[config.mk]
export PLATFORM = sky130hd
export DESIGN_NAME = noise_gate_flat
export DESIGN_NICKNAME = d
export VERILOG_FILES = /design/src/rtl/noise_gate_if.sv /design/src/rtl/noise_gate.sv /design/src/flat_wrapper.sv
export SDC_FILE = /design/constraint.sdc
export NUM_CORES = 1
export LEC_CHECK = 0
export CAP_MARGIN = 20
export CORE_ASPECT_RATIO = 1.25
export CORE_UTILIZATION = 30
export CTS_BUF_LIST = sky130_fd_sc_hd__clkbuf_4
export CTS_CLUSTER_SIZE = 24
export DETAILED_ROUTE_END_ITERATION = 8
export PLACE_DENSITY = 0.5
export SYNTH_ARGS = -nofsm -noshare
export SYNTH_HDL_FRONTEND = slang
export SYNTH_SLANG_ARGS = --single-unit
[constraint.sdc]
create_clock -name clk_48 -period 11.2 [get_ports clk_48]
set_input_delay 1.12 -clock clk_48 [delete_from_list [all_inputs] [get_ports clk_48]]
set_output_delay 1.12 -clock clk_48 [all_outputs]
set_load 0.03 [all_outputs]
[src/rtl/noise_gate_if.sv]
// Sample-stream bundle between the effect chain and the noise gate:
// input word and enable in, gated word plus gate status out.
interface noise_gate_if;
    logic [31:0] x;
    logic        en;
    logic [31:0] y;
    logic        gate_open;
    logic [8:0]  gain_o;

    modport master (output x, en, input y, gate_open, gain_o);
    modport slave  (input x, en, output y, gate_open, gain_o);
endinterface

[src/rtl/noise_gate.sv]
// Peak-envelope noise gate with attack/hold/release gain ramp, placed in
// front of the tremolo stage; one sample per clk_48 edge.
module noise_gate #(
    parameter logic [23:0] THRESH_OPEN  = 24'd8192,
    parameter logic [23:0] THRESH_CLOSE = 24'd4096,
    parameter int          DECAY_SHIFT  = 4,
    parameter int          ATTACK_STEP  = 64,
    parameter int          HOLD_SAMPLES = 2400,
    parameter int          RELEASE_DIV  = 8
) (
    input  logic         clk_48,
    input  logic         rst_n,
    noise_gate_if.slave  bus
);
    localparam int HW = $clog2(HOLD_SAMPLES + 1);
    localparam int RW = $clog2(RELEASE_DIV + 1);

    typedef enum logic [2:0] {CLOSED, ATTACK, OPEN, HOLD, RELEASE} state_t;

    state_t          state, state_nxt;
    logic [23:0]     env, env_nxt, mag;
    logic [8:0]      gain, gain_nxt;
    logic [9:0]      gain_up;
    logic [HW-1:0]   hold_cnt, hold_nxt;
    logic [RW-1:0]   rel_cnt, rel_nxt;
    logic [31:0]     y_r;
    logic            open_r;
    logic signed [33:0] xs, gs, prod;

    // Full-scale negative input saturates so the magnitude fits 24 bits.
    always_comb begin
        mag = bus.x[23:0];
        if (bus.x[23])
            mag = (bus.x[23:0] == 24'h800000) ? 24'h7FFFFF : (~bus.x[23:0] + 24'd1);
        env_nxt = (mag > env) ? mag : (env - (env >> DECAY_SHIFT));
    end

    always_comb begin
        state_nxt = state;
        gain_nxt  = gain;
        hold_nxt  = hold_cnt;
        rel_nxt   = rel_cnt;
        gain_up   = {1'b0, gain} + 10'(ATTACK_STEP);
        case (state)
            CLOSED: begin
                gain_nxt = 9'd0;
                if (env >= THRESH_OPEN) state_nxt = ATTACK;
            end
            ATTACK: begin
                if (gain_up >= 10'd256) begin
                    gain_nxt  = 9'd256;
                    state_nxt = OPEN;
                end else begin
                    gain_nxt = gain_up[8:0];
                end
            end
            OPEN: begin
                gain_nxt = 9'd256;
                if (env < THRESH_CLOSE) begin
                    state_nxt = HOLD;
                    hold_nxt  = '0;
                end
            end
            HOLD: begin
                gain_nxt = 9'd256;
                hold_nxt = hold_cnt + 1'b1;
                if (env >= THRESH_OPEN) begin
                    state_nxt = OPEN;
                    hold_nxt  = '0;
                end else if (hold_cnt == HW'(HOLD_SAMPLES - 1)) begin
                    state_nxt = RELEASE;
                    rel_nxt   = '0;
                end
            end
            RELEASE: begin
                // A retrigger keeps the current gain so the ramp turns around without a step.
                if (env >= THRESH_OPEN) begin
                    state_nxt = ATTACK;
                end else if (rel_cnt == RW'(RELEASE_DIV - 1)) begin
                    rel_nxt = '0;
                    if (gain <= 9'd1) begin
                        gain_nxt  = 9'd0;
                        state_nxt = CLOSED;
                    end else begin
                        gain_nxt = gain - 9'd1;
                    end
                end else begin
                    rel_nxt = rel_cnt + 1'b1;
                end
            end
            default: begin
                state_nxt = CLOSED;
                gain_nxt  = 9'd0;
            end
        endcase
    end

    // Product uses the pre-update gain; gain <= 256 keeps it within 32 bits.
    assign xs   = {{10{bus.x[23]}}, bus.x[23:0]};
    assign gs   = {25'd0, gain};
    assign prod = xs * gs;

    always_ff @(posedge clk_48) begin
        if (!rst_n) begin
            state    <= CLOSED;
            env      <= '0;
            gain     <= '0;
            hold_cnt <= '0;
            rel_cnt  <= '0;
            y_r      <= '0;
            open_r   <= 1'b0;
        end else begin
            state    <= state_nxt;
            env      <= env_nxt;
            gain     <= gain_nxt;
            hold_cnt <= hold_nxt;
            rel_cnt  <= rel_nxt;
            y_r      <= bus.en ? {8'h00, prod[31:8]} : bus.x;
            open_r   <= (state_nxt != CLOSED);
        end
    end

    assign bus.y         = y_r;
    assign bus.gate_open = open_r;
    assign bus.gain_o    = gain;
endmodule

[src/flat_wrapper.sv]
// flat-port wrapper written by rule: the top's interface ports become plain ports
module noise_gate_flat 
#(
    parameter logic [23:0] THRESH_OPEN  = 24'd8192,
    parameter logic [23:0] THRESH_CLOSE = 24'd4096,
    parameter int          DECAY_SHIFT  = 4,
    parameter int          ATTACK_STEP  = 64,
    parameter int          HOLD_SAMPLES = 2400,
    parameter int          RELEASE_DIV  = 8
)
  (clk_48, rst_n, bus_x, bus_en, bus_y, bus_gate_open, bus_gain_o);
  noise_gate_if bus_i ();
  input  logic clk_48;
  input  logic rst_n;
  input wire logic [$bits(bus_i.x)-1:0] bus_x;
  input wire logic [$bits(bus_i.en)-1:0] bus_en;
  output wire logic [$bits(bus_i.y)-1:0] bus_y;
  output wire logic [$bits(bus_i.gate_open)-1:0] bus_gate_open;
  output wire logic [$bits(bus_i.gain_o)-1:0] bus_gain_o;
  assign bus_i.x = bus_x;
  assign bus_i.en = bus_en;
  assign bus_y = bus_i.y;
  assign bus_gate_open = bus_i.gate_open;
  assign bus_gain_o = bus_i.gain_o;
  noise_gate #(.THRESH_OPEN(THRESH_OPEN), .THRESH_CLOSE(THRESH_CLOSE), .DECAY_SHIFT(DECAY_SHIFT), .ATTACK_STEP(ATTACK_STEP), .HOLD_SAMPLES(HOLD_SAMPLES), .RELEASE_DIV(RELEASE_DIV)) u_core (.clk_48(clk_48), .rst_n(rst_n), .bus(bus_i));
endmodule
---- Word level (Yosys, flattened, before mapping) ----
Index checks and enable logic that the tools add are counted.
word-level totals
  logic and storage cells ................. 69
  input port bits ......................... 35
  flip-flop bits (word level) ............. 85
  output and inout bits ................... 42
operators by class
  reduce and logical (&&, ||, !) cells .... 9
  magnitude comparators ................... 5
  $add $sub $neg .......................... 6
  bitwise operators ....................... 2
  multiplexer cells ....................... 26
  equality and inequality tests ........... 12
  multipliers ............................. 1
operators by type and width
  kind                   number
  $mux 24                4
  $mux 9                 4
  $mul 24x10->32         1
  $pmux 9 s3             1
  $add 24x1->24 const B  1
  $eq 24x24->1 const B   1
  $ge 24x14->1 const B   1
  $gt 24x24->1           1
  $lt 24x13->1 const B   1
  $mux 12                2
  $mux 3                 8
  $not 24->24            1
  $pmux 12 s2            1
  $sub 24x20->24         1
  $mux 4                 4
  $pmux 3 s5             1
  $add 12x1->12 const B  1
  $eq 12x12->1 const B   1
  $add 9x7->10 const B   1
  $ge 10x9->1 const B    1
  $le 9x1->1 const B     1
  $sub 9x1->9 const B    1
  $pmux 4 s2             1
  $eq 3x2->1 const B     2
  other kinds (13)       19

---- Logic depth before layout (Yosys ltp) ----
Gate-level depths: netlist (run 1).
  word-level depth ........................ 6
  depth in mapped cells ................... 22
  gate-level depth less buffers ........... 20

---- Worst setup path after synthesis (run 1) ----
No wires, ideal clock.
  path kind ............................... input to register
  start ................................... in bus_x[3]
  end ..................................... reg u_core.y_r[18], in the netlist u_core.bus.y[18]
  path slack .............................. 4975 ps
  cell stages on the path ................. 20
  data arrival time ....................... 6108 ps
  cells stage by stage .................... clkbuf_1 clkbuf_1 nand2_1 fa_1 fa_1 inv_1 fa_1 fa_1 inv_1 fa_1 inv_1 ha_1 a21oi_1 o21ai_1 a211oi_1 o211ai_2 nand3_1 a21boi_1 or3_1 a32o_1
on the way
  longest elaborated chain between the ends .. 2
ends and longest elaborated chain
  item                  RTL line            text
  start, declared       flat_wrapper.sv:15  input wire logic [$bits(bus_i.x)-1:0] bus_x;
  $mul 24x10->32        noise_gate.sv:101   assign prod = xs * gs;
  $mux 24               noise_gate.sv:118   y_r <= bus.en ? {8'h00, prod[31:8]} : bus.x;
  end signal, assigned  noise_gate.sv:118
  end, declared         noise_gate.sv:26    logic [31:0] y_r;
No other way between the ends.
A chain may end at the register's enable or synchronous reset.

---- Worst setup path in the final report (run 1) ----
  start ................................... in bus_x[4]
  end ..................................... reg u_core.y_r[12], in the netlist u_core.bus.y[12]
The elaborated chain is that of the path after synthesis.

==> results of run 1 <==
[sequential cells by signal, summed over array words and instances, names as in the netlist]
name,flops
u_core.bus.gain_o,9
u_core.bus.gate_open,1
u_core.bus.y,32
u_core.env,24
u_core.hold_cnt,12
u_core.rel_cnt,4
u_core.state,3
[report_power, final]
part | switching (uW) | total, uW | internal, uW
Sequential | 46.0 | 409 | 363
Combinational | 899 | 1560 | 660
Clock | 134 | 206 | 71.2
[routing by layer]
| layer | vias to the layer above | global-route usage, % | part of all wire (%) |
|---|---|---|---|
| li1 | 4936 | - | - |
| met5 | - | 0 | 0 |
| met3 | 37 | 2.13 | 2.9 |
| met1 | 5080 | 22.3 | 44 |
| met4 | 0 | 5.46 | 2.1 |
| met2 | 139 | 31.5 | 51 |
[stage by stage]
| step | instances | cell area, um^2 |
|---|---|---|
| 3_5_place_dp | 2083 | 14000 |
| 2_1_floorplan | 1510 | 12700 |
| 4_1_cts | 2099 | 14200 |
| 5_1_grt | 2100 | 14200 |
| 3_3_place_gp | 2083 | 14000 |
| 6_report | 2100 | 14200 |
[cells in the mapped netlist (3+ instances only)]
library cell | instances | area [um^2]
inv_1 | 225 | 845
fa_1 | 171 | 3420
nand2_1 | 161 | 604
and2_1 | 119 | 744
ha_1 | 117 | 1460
nor2_1 | 107 | 402
dfxtp_1 | 85 | 1700
a21oi_1 | 62 | 310
clkbuf_1 | 62 | 233
o21ai_0 | 45 | 225
xnor2_1 | 36 | 315
xor2_1 | 30 | 263
mux2i_1 | 22 | 220
nor3_1 | 21 | 105
nand3_1 | 20 | 100
o21ai_1 | 19 | 95.1
o21a_1 | 16 | 120
and3_1 | 13 | 81.3
a211oi_1 | 12 | 90.1
a21o_1 | 11 | 82.6
nand4_1 | 11 | 68.8
or3_1 | 11 | 68.8
nand3b_1 | 10 | 75.1
nor2b_1 | 9 | 56.3
o31ai_1 | 9 | 67.6
a31oi_1 | 7 | 43.8
o211ai_1 | 7 | 52.6
buf_2 | 6 | 30.0
or2_2 | 6 | 37.5
nand2b_1 | 5 | 31.3
o21bai_1 | 5 | 37.5
nor4_1 | 4 | 25.0
a22oi_1 | 3 | 22.5
or4_1 | 3 | 22.5
[cell type report]
cell class | instances | area [um^2] | area share (%)
inverter | 226 | 848 | 5.99
tap | 552 | 691 | 4.88
clock inverter | 7 | 80.1 | 0.565
multi-input combinational | 1127 | 9880 | 69.8
timing repair buffer | 93 | 888 | 6.27
sequential | 85 | 1700 | 12.0
clock buffer | 9 | 67.6 | 0.477
antenna | 1 | 2.50 | 0.0177
[worst reg2reg max path, cell delays in order (launching register included)]
cell and delay, ps:
dfxtp_1 710, buf_4 390, nand2_1 130, fa_1 560, inv_1 50, fa_1 510, fa_1 440, fa_1 570
inv_1 60, fa_1 530, inv_1 40, ha_1 360, a21o_1 220, a221oi_1 400, o211ai_1 160, a21oi_1 140
nor2_1 100, o21a_1 200, or3_1 310, a32o_1 260
[worst max-delay path by stage]
stage / startpoint / end / cells after the start
after floorplan: bus_x[3] / u_core.bus.y[18] / 20
after global placement: bus_x[3] / u_core.bus.y[18] / 19
after detailed placement: bus_x[5] / u_core.bus.y[18] / 21
after CTS: bus_x[5] / u_core.bus.y[18] / 21
after global routing: bus_x[5] / u_core.bus.y[20] / 19
final: bus_x[4] / u_core.bus.y[12] / 19
[cell families after synthesis]
kind of cell             share of synthesized area [%]
flip-flops                                        13.4
AND/OR/NAND/NOR                                   20.4
AO/OA/AOI/OAI                                     12.4
adder cells (fa/ha/maj)                           38.4
multiplexers                                      1.91
buffers and inverters                             8.91
XOR/XNOR                                          4.55
==> flow_summary.json, run 1 <==
{
  "drc": 0,
  "cts_made_buffers": 9,
  "vias": 10200,
  "worst_pin_slew_ps": 978,
  "timing.fmax_mhz": 149,
  "hold_class": "reg -> reg",
  "finalWeightedCongestion": 0.830,
  "synth_top_flop_cell": "dfxtp_1",
  "syn_area_per_cell_um2": 8.42,
  "synth_cells": 1510,
  "die_w_um": 186,
  "ctsLongestPathBuffers": 2,
  "cp_slowest_cell": "clkdlybuf4s50_1",
  "final_common_cell": "inv_1",
  "postCtsSetupBuffers": 0,
  "leakage_uw": 0.00677,
  "hold_buffers": 0,
  "finalCritPeriodShare_pct": 59.9,
  "start_kind": "input pin",
  "io_pins": 77,
  "tns_ps": 0,
  "cp_data_required_time_ps": 11670,
  "ys_ff_latch": 85,
  "crit_family": "adder cells",
  "critPathKind": "in -> reg",
  "grt-ovfl-total": 0,
  "cts.repair.resized": 0,
  "timing.final.ws_setup_ps": 4490,
  "fin_skew_ps": 36.4,
  "cp_cell_sequence": "clkdlybuf4s50_1, nand2_1, fa_1, inv_1, fa_1, fa_1, fa_1, inv_1, fa_1, inv_1, ha_1, a21o_1, a221oi_1, o211ai_1, a21oi_1, nor2_1, o21a_1, or3_1, a32o_1",
  "drt_wl_total_um": 35700,
  "die_h_um": 232,
  "reg2regPathDepth": 19,
  "cts-root-buf": "clkbuf_4",
  "route.detailed.vias_per_inst": 4.85,
  "wl_per_cell_um": 17.0,
  "syn_to_final_growth_pct": 11.4,
  "path_max_fanout": 16,
  "slowest_delay_ps": 960,
  "grt_pass1_vias": 11000,
  "drive_gt1_share_pct": 4.20,
  "reg2reg_slack_ps": 4990,
  "synth_edf_count": 0,
  "synth_nets": 1833,
  "power_uw": 2170,
  "syn_area_um2": 12700,
  "grt_pass1_wl_um": 59100,
  "path_buf_inv": 4,
  "tritoncts": "built",
  "outcome": "complete, no violations",
  "first_pass_iters": 4,
  "antenna_found_initial": 1,
  "core_um2": 41400,
  "dp_slack_ps": 3890,
  "drt_iter0_markers": 448,
  "cts.clk_slew.worst_paths_ps": 160,
  "row_count": 83,
  "synthDistinctLibCells": 81,
  "reg2reg_to": "u_core.bus.y[12]",
  "drv_cap": 0,
  "clock-sinks": 85,
  "ys_seq_area_share_pct": 13.4,
  "start_util_pct": 30.7,
  "die_area_um2": 43200,
  "power-per-cell-area_nw_per_um2": 153,
  "relSlewSlack_pct": 34.8,
  "final_cell_mix": "inv_1 (225), fa_1 (171), nand2_1 (161)",
  "path_common_cell": "fa_1",
  "n_fill_cell": 4331,
  "fin_nets": 1865,
  "setup_viol": 0,
  "grt_max_degree": 39,
  "htree_num_levels": 3,
  "ys_async_sr_fraction_pct": 0,
  "hold_depth": 1,
  "track_usage_pct": 17.8,
  "port_buffers": 76,
  "postRouteAntennaNets": 0,
  "final.min_clock_period_ps": 6710,
  "place_hpwl_um": 28100,
  "holdCritStartpoint": "u_core.hold_cnt[11]",
  "finalMaxSlewViolations": 0,
  "rr_startpoint": "u_core.bus.gain_o[3]",
  "min_to": "u_core.hold_cnt[11]",
  "end_kind": "register",
  "fin_hold_ws_ps": 455,
  "rsz0062_at_grt": "no",
  "fin_util_pct": 34.2,
  "worstPathArrival_ps": 7170,
  "yosysWarnings": 0,
  "finalHoldViolCount": 0,
  "irDropWorstVdd_v": 0.000105,
  "insertion_delay_ps": 560
}
No activity file was read; power rests on OpenSTA's default activity.
==> run 2: changes to the inputs <==
==> constraint.sdc (replaced) <==
create_clock -name clk_48 -period 6.9 [get_ports clk_48]
set_input_delay 0.69 -clock clk_48 [delete_from_list [all_inputs] [get_ports clk_48]]
set_output_delay 0.69 -clock clk_48 [all_outputs]
set_load 0.03 [all_outputs]
==> run 2 against run 1 <==
Largest cell class unchanged; critical path depth stayed put; sequential share of layout area is 0.19 points lower; largest power group unchanged; hold slack better by 16 ps; wire length is 2.4% higher; first-iteration DRC count is 1.8% lower; power is 63% higher; design area is 1.6% higher; core utilization is 0.54 points higher; critical path type is now reg -> reg; critical endpoint is now u_core.bus.y[18].
==> flow_summary.json, run 2 (same netlist as run 1, synthesis figures left out) <==
{
  "reg2reg_to": "u_core.bus.y[18]",
  "setup_viol": 0,
  "tns_ps": 0,
  "cts-root-buf": "clkbuf_4",
  "vias": 10300,
  "wl_per_cell_um": 17.2,
  "wl_met3_um": 1020,
  "end_kind": "register",
  "leakage_uw": 0.00691,
  "final.min_clock_period_ps": 6150,
  "fin_hold_ws_ps": 471,
  "postCtsSetupBuffers": 0,
  "grt-ovfl-total": 0,
  "first_pass_iters": 5,
  "regArea_um2": 1700,
  "hold_buffers": 0,
  "fin_util_pct": 34.7,
  "rr_startpoint": "u_core.bus.gain_o[3]",
  "finalCritPeriodShare_pct": 89.1,
  "die_area_um2": 43200,
  "power-per-cell-area_nw_per_um2": 247,
  "grt_pass1_vias": 10800,
  "reg2reg_slack_ps": 750,
  "hold_class": "reg -> reg",
  "timing.fmax_mhz": 163,
  "ctsLongestPathBuffers": 2,
  "rsz0062_at_grt": "no",
  "antenna_found_initial": 2,
  "final_common_cell": "inv_1",
  "met2_wirelength_um": 18900,
  "grt_max_degree": 49,
  "final_cell_mix": "inv_1 (225), fa_1 (171), nand2_1 (161)",
  "cts.repair.resized": 0,
  "cp_data_required_time_ps": 7360,
  "outcome": "complete, no violations",
  "drc": 0,
  "finalMaxSlewViolations": 0,
  "port_buffers": 76,
  "die_h_um": 232,
  "start_kind": "register",
  "route.detailed.vias_per_inst": 4.83,
  "cts_made_buffers": 9,
  "n_fill_cell": 4288,
  "start_util_pct": 30.7,
  "relSlewSlack_pct": 29.4,
  "insertion_delay_ps": 560,
  "top_layer": "met4",
  "clock-sinks": 85,
  "fin_nets": 1894,
  "drive_gt1_share_pct": 5.96,
  "grt_pass1_wl_um": 58800,
  "track_usage_pct": 17.9,
  "cts.clk_slew.worst_paths_ps": 150,
  "htree_num_levels": 3,
  "power_uw": 3550,
  "drt_wl_total_um": 36500,
  "place_hpwl_um": 29600,
  "largest_reg_flops": 32,
  "row_count": 83,
  "io_pins": 77,
  "reg2regPathDepth": 19,
  "finalWeightedCongestion": 0.847,
  "slowest_delay_ps": 830,
  "tritoncts": "built",
  "crit_end": "u_core.bus.y[18]",
  "postRouteAntennaNets": 0,
  "irDropWorstVdd_v": 0.000163,
  "dp.cells": 2112,
  "worstPathArrival_ps": 6610,
  "path_common_cell": "fa_1",
  "cp_slowest_cell": "dfxtp_1",
  "fin_skew_ps": 27.5,
  "core_um2": 41400,
  "die_w_um": 186,
  "worst_pin_slew_ps": 1050,
  "crit_path_start": "u_core.bus.gain_o[3]",
  "syn_to_final_growth_pct": 13.2,
  "finalHoldViolCount": 0,
  "wl_met1_um": 15900,
  "fin_cells": 2129,
  "multi_input_area_um2": 9880,
  "cp_cell_sequence": "buf_4, nand2_1, fa_1, inv_1, fa_1, fa_1, fa_1, inv_1, fa_1, inv_1, ha_1, nand2_1, nor2_1, o2111ai_1, o211ai_2, nand3_1, a21boi_1, o21ai_0, a32o_1",
  "path_max_fanout": 16,
  "drt_iter0_markers": 440,
  "critPathKind": "reg -> reg",
  "drv_cap": 0
}
run 2: cell count changes in the layout (fill, tap and decap cells not counted):
cell and delta:
inv_8 -1, inv_6 -2, buf_12 +1, buf_4 +28
clkbuf_4 +2, clkinv_4 +1
run 2: power by group:
group          switching (uW)  leakage, uW  total (uW)  internal [uW]
clock                     211    0.0000775         331            120
sequential               84.6     0.000700         674            589
combinational            1450      0.00613        2540           1090
run 2: routing by layer:
metal | global-route usage, % | up-vias
met5 | 0 | -
met4 | 5.02 | 0
met3 | 2.13 | 33
met2 | 32.3 | 139
met1 | 22.0 | 5117
li1 | - | 4995
run 2: worst min-delay path by stage:
stage	startpoint	endpoint	slack [ps]	cells after the start
after floorplan	u_core.hold_cnt[11]	u_core.hold_cnt[11]	410	1
after global placement	u_core.hold_cnt[11]	u_core.hold_cnt[11]	440	1
after detailed placement	u_core.hold_cnt[11]	u_core.hold_cnt[11]	450	1
after CTS	u_core.hold_cnt[11]	u_core.hold_cnt[11]	470	1
after global routing	u_core.hold_cnt[11]	u_core.hold_cnt[11]	510	1
final	u_core.hold_cnt[11]	u_core.hold_cnt[11]	470	1
run 2: worst max-delay path, delay by kind of cell, from the launching register on:
kind | cells | cell delay (ps)
AND/OR/NAND/NOR | 4 | 580
adder cells (fa/ha/maj) | 6 | 2910
flip-flops | 1 | 830
buffers and inverters | 4 | 530
AO/OA/AOI/OAI | 5 | 1180
run 2: final cells by class:
class                           count  area share (%)
Clock buffer                       11           0.574
Antenna cell                        1          0.0174
Tap cell                          552            4.80
Timing Repair Buffer              122            7.77
Inverter                          226            5.90
Clock inverter                      5           0.417
Sequential cell                    85            11.8
Multi-Input combinational cell   1127            68.7
run 2: through the flow:
stage               setup WS, ps  instance area (um^2)
global placement             292                 14200
detailed placement           198                 14200
finish                       751                 14400
global route                 421                 14400
CTS                          749                 14400
floorplan                   1030                 12700
==> run 3: changes to the inputs <==
--- a/config.mk
+++ b/config.mk
@@ -15,3 +15,4 @@
 export SYNTH_ARGS = -nofsm -noshare
 export SYNTH_HDL_FRONTEND = slang
 export SYNTH_SLANG_ARGS = --single-unit
+export TNS_END_PERCENT = 50
==> results of run 3 <==
No change in the layout: final DEF, timing and power equal those of run 2.
